==> config.mk <==
export PLATFORM = sky130hd
export DESIGN_NAME = poly_result_unloader
export DESIGN_NICKNAME = d
export VERILOG_FILES = /design/src/rtl/poly_pkg.sv /design/src/rtl/poly_coeff_sel.sv /design/src/rtl/poly_result_unloader.sv
export SDC_FILE = /design/constraint.sdc
export NUM_CORES = 1
export LEC_CHECK = 0
export CAP_MARGIN = 20
export CORE_MARGIN = 2
export CORE_UTILIZATION = 50
export CTS_CLUSTER_DIAMETER = 150
export DETAILED_ROUTE_END_ITERATION = 12
export HOLD_SLACK_MARGIN = 0.08
export PLACE_DENSITY = 0.82
export SYNTH_ARGS = -nofsm -noshare
export SYNTH_HDL_FRONTEND = slang
export SYNTH_HIERARCHICAL = 1
export SYNTH_SLANG_ARGS = --single-unit
==> constraint.sdc <==
create_clock -name clk -period 7.1 [get_ports clk]
set_clock_uncertainty 0.05 [all_clocks]
set_input_delay 0.71 -clock clk [delete_from_list [all_inputs] [get_ports clk]]
set_output_delay 0.71 -clock clk [all_outputs]
set_load 0.03 [all_outputs]
==> src/rtl/poly_pkg.sv <==
// Shared constants and state encoding for the polynomial multiplier datapath.
package poly_pkg;

  localparam int N  = 4;
  localparam int W  = 1;
  localparam int M  = 2 * N - 1;
  localparam int IW = (M > 1) ? $clog2(M) : 1;

  typedef enum logic {
    IDLE = 1'b0,
    SEND = 1'b1
  } state_t;

endpackage

==> src/rtl/poly_coeff_sel.sv <==
// Selects coefficient idx out of a packed M*W coefficient vector; out-of-range idx yields 0.
module poly_coeff_sel #(
  parameter int M  = 7,
  parameter int W  = 1,
  parameter int IW = 3
) (
  input  logic [M*W-1:0] vec,
  input  logic [IW-1:0]  idx,
  output logic [W-1:0]   coeff
);

  // One-hot AND-OR mux so no index can read past the vector.
  always_comb begin
    coeff = '0;
    for (int k = 0; k < M; k++) begin
      coeff = coeff | ({W{idx == IW'(k)}} & vec[k*W +: W]);
    end
  end

endmodule

==> src/rtl/poly_result_unloader.sv <==
// Captures a finished product and streams its coefficients out, lowest degree first,
// over valid/ready; back-pressures the sequencer and flags dropped products.
module poly_result_unloader #(
  parameter int N  = 4,
  parameter int W  = 1,
  parameter int M  = 2 * N - 1,
  parameter int IW = (M > 1) ? $clog2(M) : 1
) (
  input  logic           clk,
  input  logic           reset,
  input  logic [M*W-1:0] prod_in,
  input  logic           prod_valid,
  output logic           unl_ready,
  output logic [W-1:0]   coeff_out,
  output logic [IW-1:0]  coeff_idx,
  output logic           out_valid,
  output logic           out_last,
  input  logic           out_ready,
  output logic           overrun,
  input  logic           overrun_clr
);

  import poly_pkg::*;

  state_t         state_r;
  logic [M*W-1:0] shadow_r;
  logic [IW-1:0]  idx_r;
  logic           out_valid_r;
  logic           out_last_r;
  logic [W-1:0]   coeff_out_r;
  logic [IW-1:0]  coeff_idx_r;
  logic           overrun_r;

  logic           hs_s;
  logic           unl_ready_s;
  logic           accept_s;
  logic           overrun_set_s;
  logic [M*W-1:0] sel_vec_s;
  logic [IW-1:0]  sel_idx_s;
  logic [W-1:0]   coeff_next_s;

  // Handshake, acceptance and next-beat selection; a capture bypasses the shadow so idx 0 needs no bubble.
  always_comb begin
    hs_s          = out_valid_r && out_ready;
    unl_ready_s   = (state_r == IDLE) || (hs_s && out_last_r);
    accept_s      = prod_valid && unl_ready_s;
    overrun_set_s = prod_valid && !unl_ready_s;
    if (accept_s) begin
      sel_vec_s = prod_in;
      sel_idx_s = '0;
    end else begin
      sel_vec_s = shadow_r;
      sel_idx_s = idx_r + IW'(1);
    end
  end

  poly_coeff_sel #(
    .M  (M),
    .W  (W),
    .IW (IW)
  ) u_coeff_sel (
    .vec   (sel_vec_s),
    .idx   (sel_idx_s),
    .coeff (coeff_next_s)
  );

  // Sticky overrun flag; a new drop in the clearing cycle wins.
  always_ff @(posedge clk or negedge reset) begin
    if (!reset) begin
      overrun_r <= 1'b0;
    end else if (overrun_set_s) begin
      overrun_r <= 1'b1;
    end else if (overrun_clr) begin
      overrun_r <= 1'b0;
    end
  end

  // Unloader FSM with registered stream outputs.
  always_ff @(posedge clk or negedge reset) begin
    if (!reset) begin
      state_r     <= IDLE;
      shadow_r    <= '0;
      idx_r       <= '0;
      out_valid_r <= 1'b0;
      out_last_r  <= 1'b0;
      coeff_out_r <= '0;
      coeff_idx_r <= '0;
    end else if (accept_s) begin
      state_r     <= SEND;
      shadow_r    <= prod_in;
      idx_r       <= '0;
      out_valid_r <= 1'b1;
      out_last_r  <= (M == 1);
      coeff_out_r <= coeff_next_s;
      coeff_idx_r <= '0;
    end else begin
      case (state_r)
        IDLE: begin
          state_r <= IDLE;
        end
        SEND: begin
          if (hs_s && out_last_r) begin
            state_r     <= IDLE;
            idx_r       <= '0;
            out_valid_r <= 1'b0;
            out_last_r  <= 1'b0;
            coeff_out_r <= '0;
            coeff_idx_r <= '0;
          end else if (hs_s) begin
            idx_r       <= sel_idx_s;
            out_last_r  <= (sel_idx_s == IW'(M - 1));
            coeff_out_r <= coeff_next_s;
            coeff_idx_r <= sel_idx_s;
          end
        end
        default: begin
          state_r     <= IDLE;
          idx_r       <= '0;
          out_valid_r <= 1'b0;
          out_last_r  <= 1'b0;
          coeff_out_r <= '0;
          coeff_idx_r <= '0;
        end
      endcase
    end
  end

  assign unl_ready = unl_ready_s;
  assign coeff_out = coeff_out_r;
  assign coeff_idx = coeff_idx_r;
  assign out_valid = out_valid_r;
  assign out_last  = out_last_r;
  assign overrun   = overrun_r;

endmodule

==> summary.md <==
| Metric | Value |
|---|---|
| Status | `completed` |
| Hold Fails Final Rpt | `0` |
| Final TNS setup | `0 ns` |
| Lkg Pwr | `0.424 nW` |
| Synth Flop Type | `dfrtp_1` |
| Power Density | `261 mW/mm^2` |
| Cells after Synth | `67` |
| Setup ws final | `4.01 ns` |
| Yosys top cell by area | `dfrtp_1` |
| Post-CTS Resized | `0` |
| RSZ-0062 raised after global routing | `no` |
| Pre-Repair DR Iteration Count | `4` |
| MaxCap Viol Count | `0` |
| CTS tree | `built` |
| Sequential cell area fraction in the yosys report | `48.4%` |
| Setup violators final | `0` |
| Non-filler cells, final | `105` |
| Post-cts hold buffer count | `0` |
| DR DRC count | `0` |
| Multi-input logic area | `384 sq um` |
| Via-to-Cell Ratio | `5.49` |
| Fillers | `116` |
| Slew Viols, Final | `0` |
| Hold Path Class | `reg -> reg` |
| Synth top cells by count | `dfrtp_1 (15), mux2_2 (10), nand2_1 (4), nor2_1 (4), o21ai_0 (4)` |
| Tot GR Track Use | `20.2%` |
| Seq. cell area | `375 sq um` |
| Number of CTS-inserted buffers | `3` |
| Slew @ Worst Pin | `0.651 ns` |
| Post-Syn Nets | `80` |
| Synth Register Bits | `15` |
| CTS Buffer Depth | `2` |
| Largest net degree at the start of global routing | `16` |
| WP data arrival | `3.21 ns` |
| Crit end category | `flop` |
| Routed len/inst | `14.5 um` |
| Achievable Freq | `323 MHz` |
| Wirelength, routed | `1520 um` |
| Gr ovfl total | `0` |
| Die area | `0.00188 sq mm` |
| Worst Setup SP | `out_ready` |
| Period utilisation layout | `43.5%` |
| Inst Count DP | `101` |
| Fin util | `68.5%` |
| Top post-synthesis cells by area | `dfrtp_1 (48%), mux2_2 (15%), mux4_2 (2.9%)` |
| M1 WL | `716 um` |
| Number of synthesized flops with an enable pin | `0` |
| Async SR Flop Fraction | `100%` |
| Met3 WL | `58 um` |
| Worst slew margin | `56.4%` |
| Core area | `0.00147 sq mm` |
| CP Class | `in -> reg` |
| Critical Path Fanout Max | `10` |
| Ports | `20` |
| Reg2Reg Launch Point | `out_last$_DFFE_PN0P_` |
| P&R area growth vs syn | `29.8%` |
| Mapped Avg Cell Area | `11.6 sq um` |
| Gpl congestion | `0.782` |
| Top cell type's share of synthesized area | `48.4%` |
| Detailed placer's ending HPWL | `1140 um` |
| Mapped Area | `776 sq um` |
| Worst slack, placed | `3.72 ns` |
| Post-CTS Setup Bufs | `0` |
| Min cycle time layout | `3.09 ns` |
| HP Start | `shadow_r[6]$_DFF_PN0_` |
| Clk slew on worst S/H paths | `0.09 ns` |
| Layout cell share with drive strength beyond 1 | `19.1%` |
| FP Rows | `14` |
| Vias post-DR | `576` |
| IO buf count | `19` |
| Critical Path RT | `7.22 ns` |
| Initial Util | `52.7%` |
| Post-route ant nets | `0` |
| Root buf cell | `clkbuf_4` |
| Met2 WL | `733 um` |
| Most numerous cell in the Yosys netlist | `dfrtp_1` |
| Highest routed layer | `met4` |
| Die Wd | `43.4 um` |
| H-tree levels | `1` |
| YS warnings | `6` |
| Library cells used by synthesis | `26` |
| Antenna cells | `0` |
| Global-route wire length before repair | `2750 um` |
| DIE HEIGHT | `43.4 um` |
| Worst VDD drop | `0.000173 V` |
| Initial antenna violation count | `0` |
| Startpoint types | `input port` |
| Vias in the first global route | `594` |
| Initial DRC Count | `12` |
| # clock sinks | `15` |
| Nets | `103` |
| Skew-Pair Late Insertion Delay | `0.28 ns` |
==> metal layers <==
layer  up-vias  global-route usage (%)
li1        287                       -
met1       272                    27.0
met2        15                    32.2
met3         2                    3.75
met4         0                    9.09
met5         -                       0
==> logic make-up after synthesis <==
kind of cell	after synthesis	share of synthesized area, %
adder cells (fa/ha/maj)	1	1.61
multiplexers	12	18.7
flip-flops	15	48.4
AO/OA/AOI/OAI	14	13.2
buffers and inverters	4	2.10
AND/OR/NAND/NOR	20	14.8
XOR/XNOR	1	1.13
==> final timing paths <==
check / to / slack [ns] / cells after the start
setup / recovery: coeff_out$_DFFE_PN0P_ / 4.01 / 9
hold / removal: shadow_r[6]$_DFF_PN0_ / 0.45 / 1
setup reg to reg: coeff_out$_DFFE_PN0P_ / 4.51 / 8
hold reg to reg: shadow_r[6]$_DFF_PN0_ / 0.45 / 1
max in group asynchronous: coeff_idx[2]$_DFFE_PN0P_ / 5.81 / 1
min in group asynchronous: shadow_r[5]$_DFF_PN0_ / 0.78 / 1
==> registers in the layout, summed over array words and instances (netlist names) <==
register / cells
out_valid: 1
out_last: 1
coeff_out: 1
coeff_idx: 3
shadow_r: 7
overrun: 1
state_r: 1
==> where the power goes <==
group | internal (mW) | total [mW] | switching [mW]
registers | 0.0979 | 0.108 | 0.0100
logic | 0.0565 | 0.107 | 0.0503
clock network | 0.0218 | 0.0479 | 0.0261
==> metrics by stage <==
stage / hold slack (ns) / total power [mW] / cell area [sq um]
floorplan: 0.364 / 0.181 / 776
global placement: 0.431 / 0.213 / 981
detailed placement: 0.437 / 0.218 / 981
CTS: 0.457 / 0.266 / 1010
global route: 0.474 / 0.282 / 1010
finish: 0.453 / 0.263 / 1010
==> final cells by class <==
type,instances,area share [%]
clock buffers,4,2.61
inverters,3,1.12
multi-input cells,48,38.1
flip-flops and latches,15,37.3
well taps,16,1.99
repair buffers,19,18.9
==> critical path, stage by stage <==
cell and delay [ns]:
clkdlybuf4s50_1 0.58, nand3_2 0.15, a21boi_4 0.35, mux2_2 0.39
mux4_2 0.46, mux2_2 0.28, nand2_1 0.07, o22ai_1 0.07
nand2b_1 0.16
==> cells in the final DEF, fill, tap and decap left out, types with 2 or more instances in the layout <==
cell type,count
clkdlybuf4s50_1,19
dfrtp_1,15
mux2_2,10
nor2_1,4
nand2_1,4
o21ai_0,4
nand2b_1,3
inv_1,3
a21oi_1,3
clkbuf_4,3
nand3_1,2
a22o_1,2
nand4b_1,2
(Power assumes the default switching activity.)
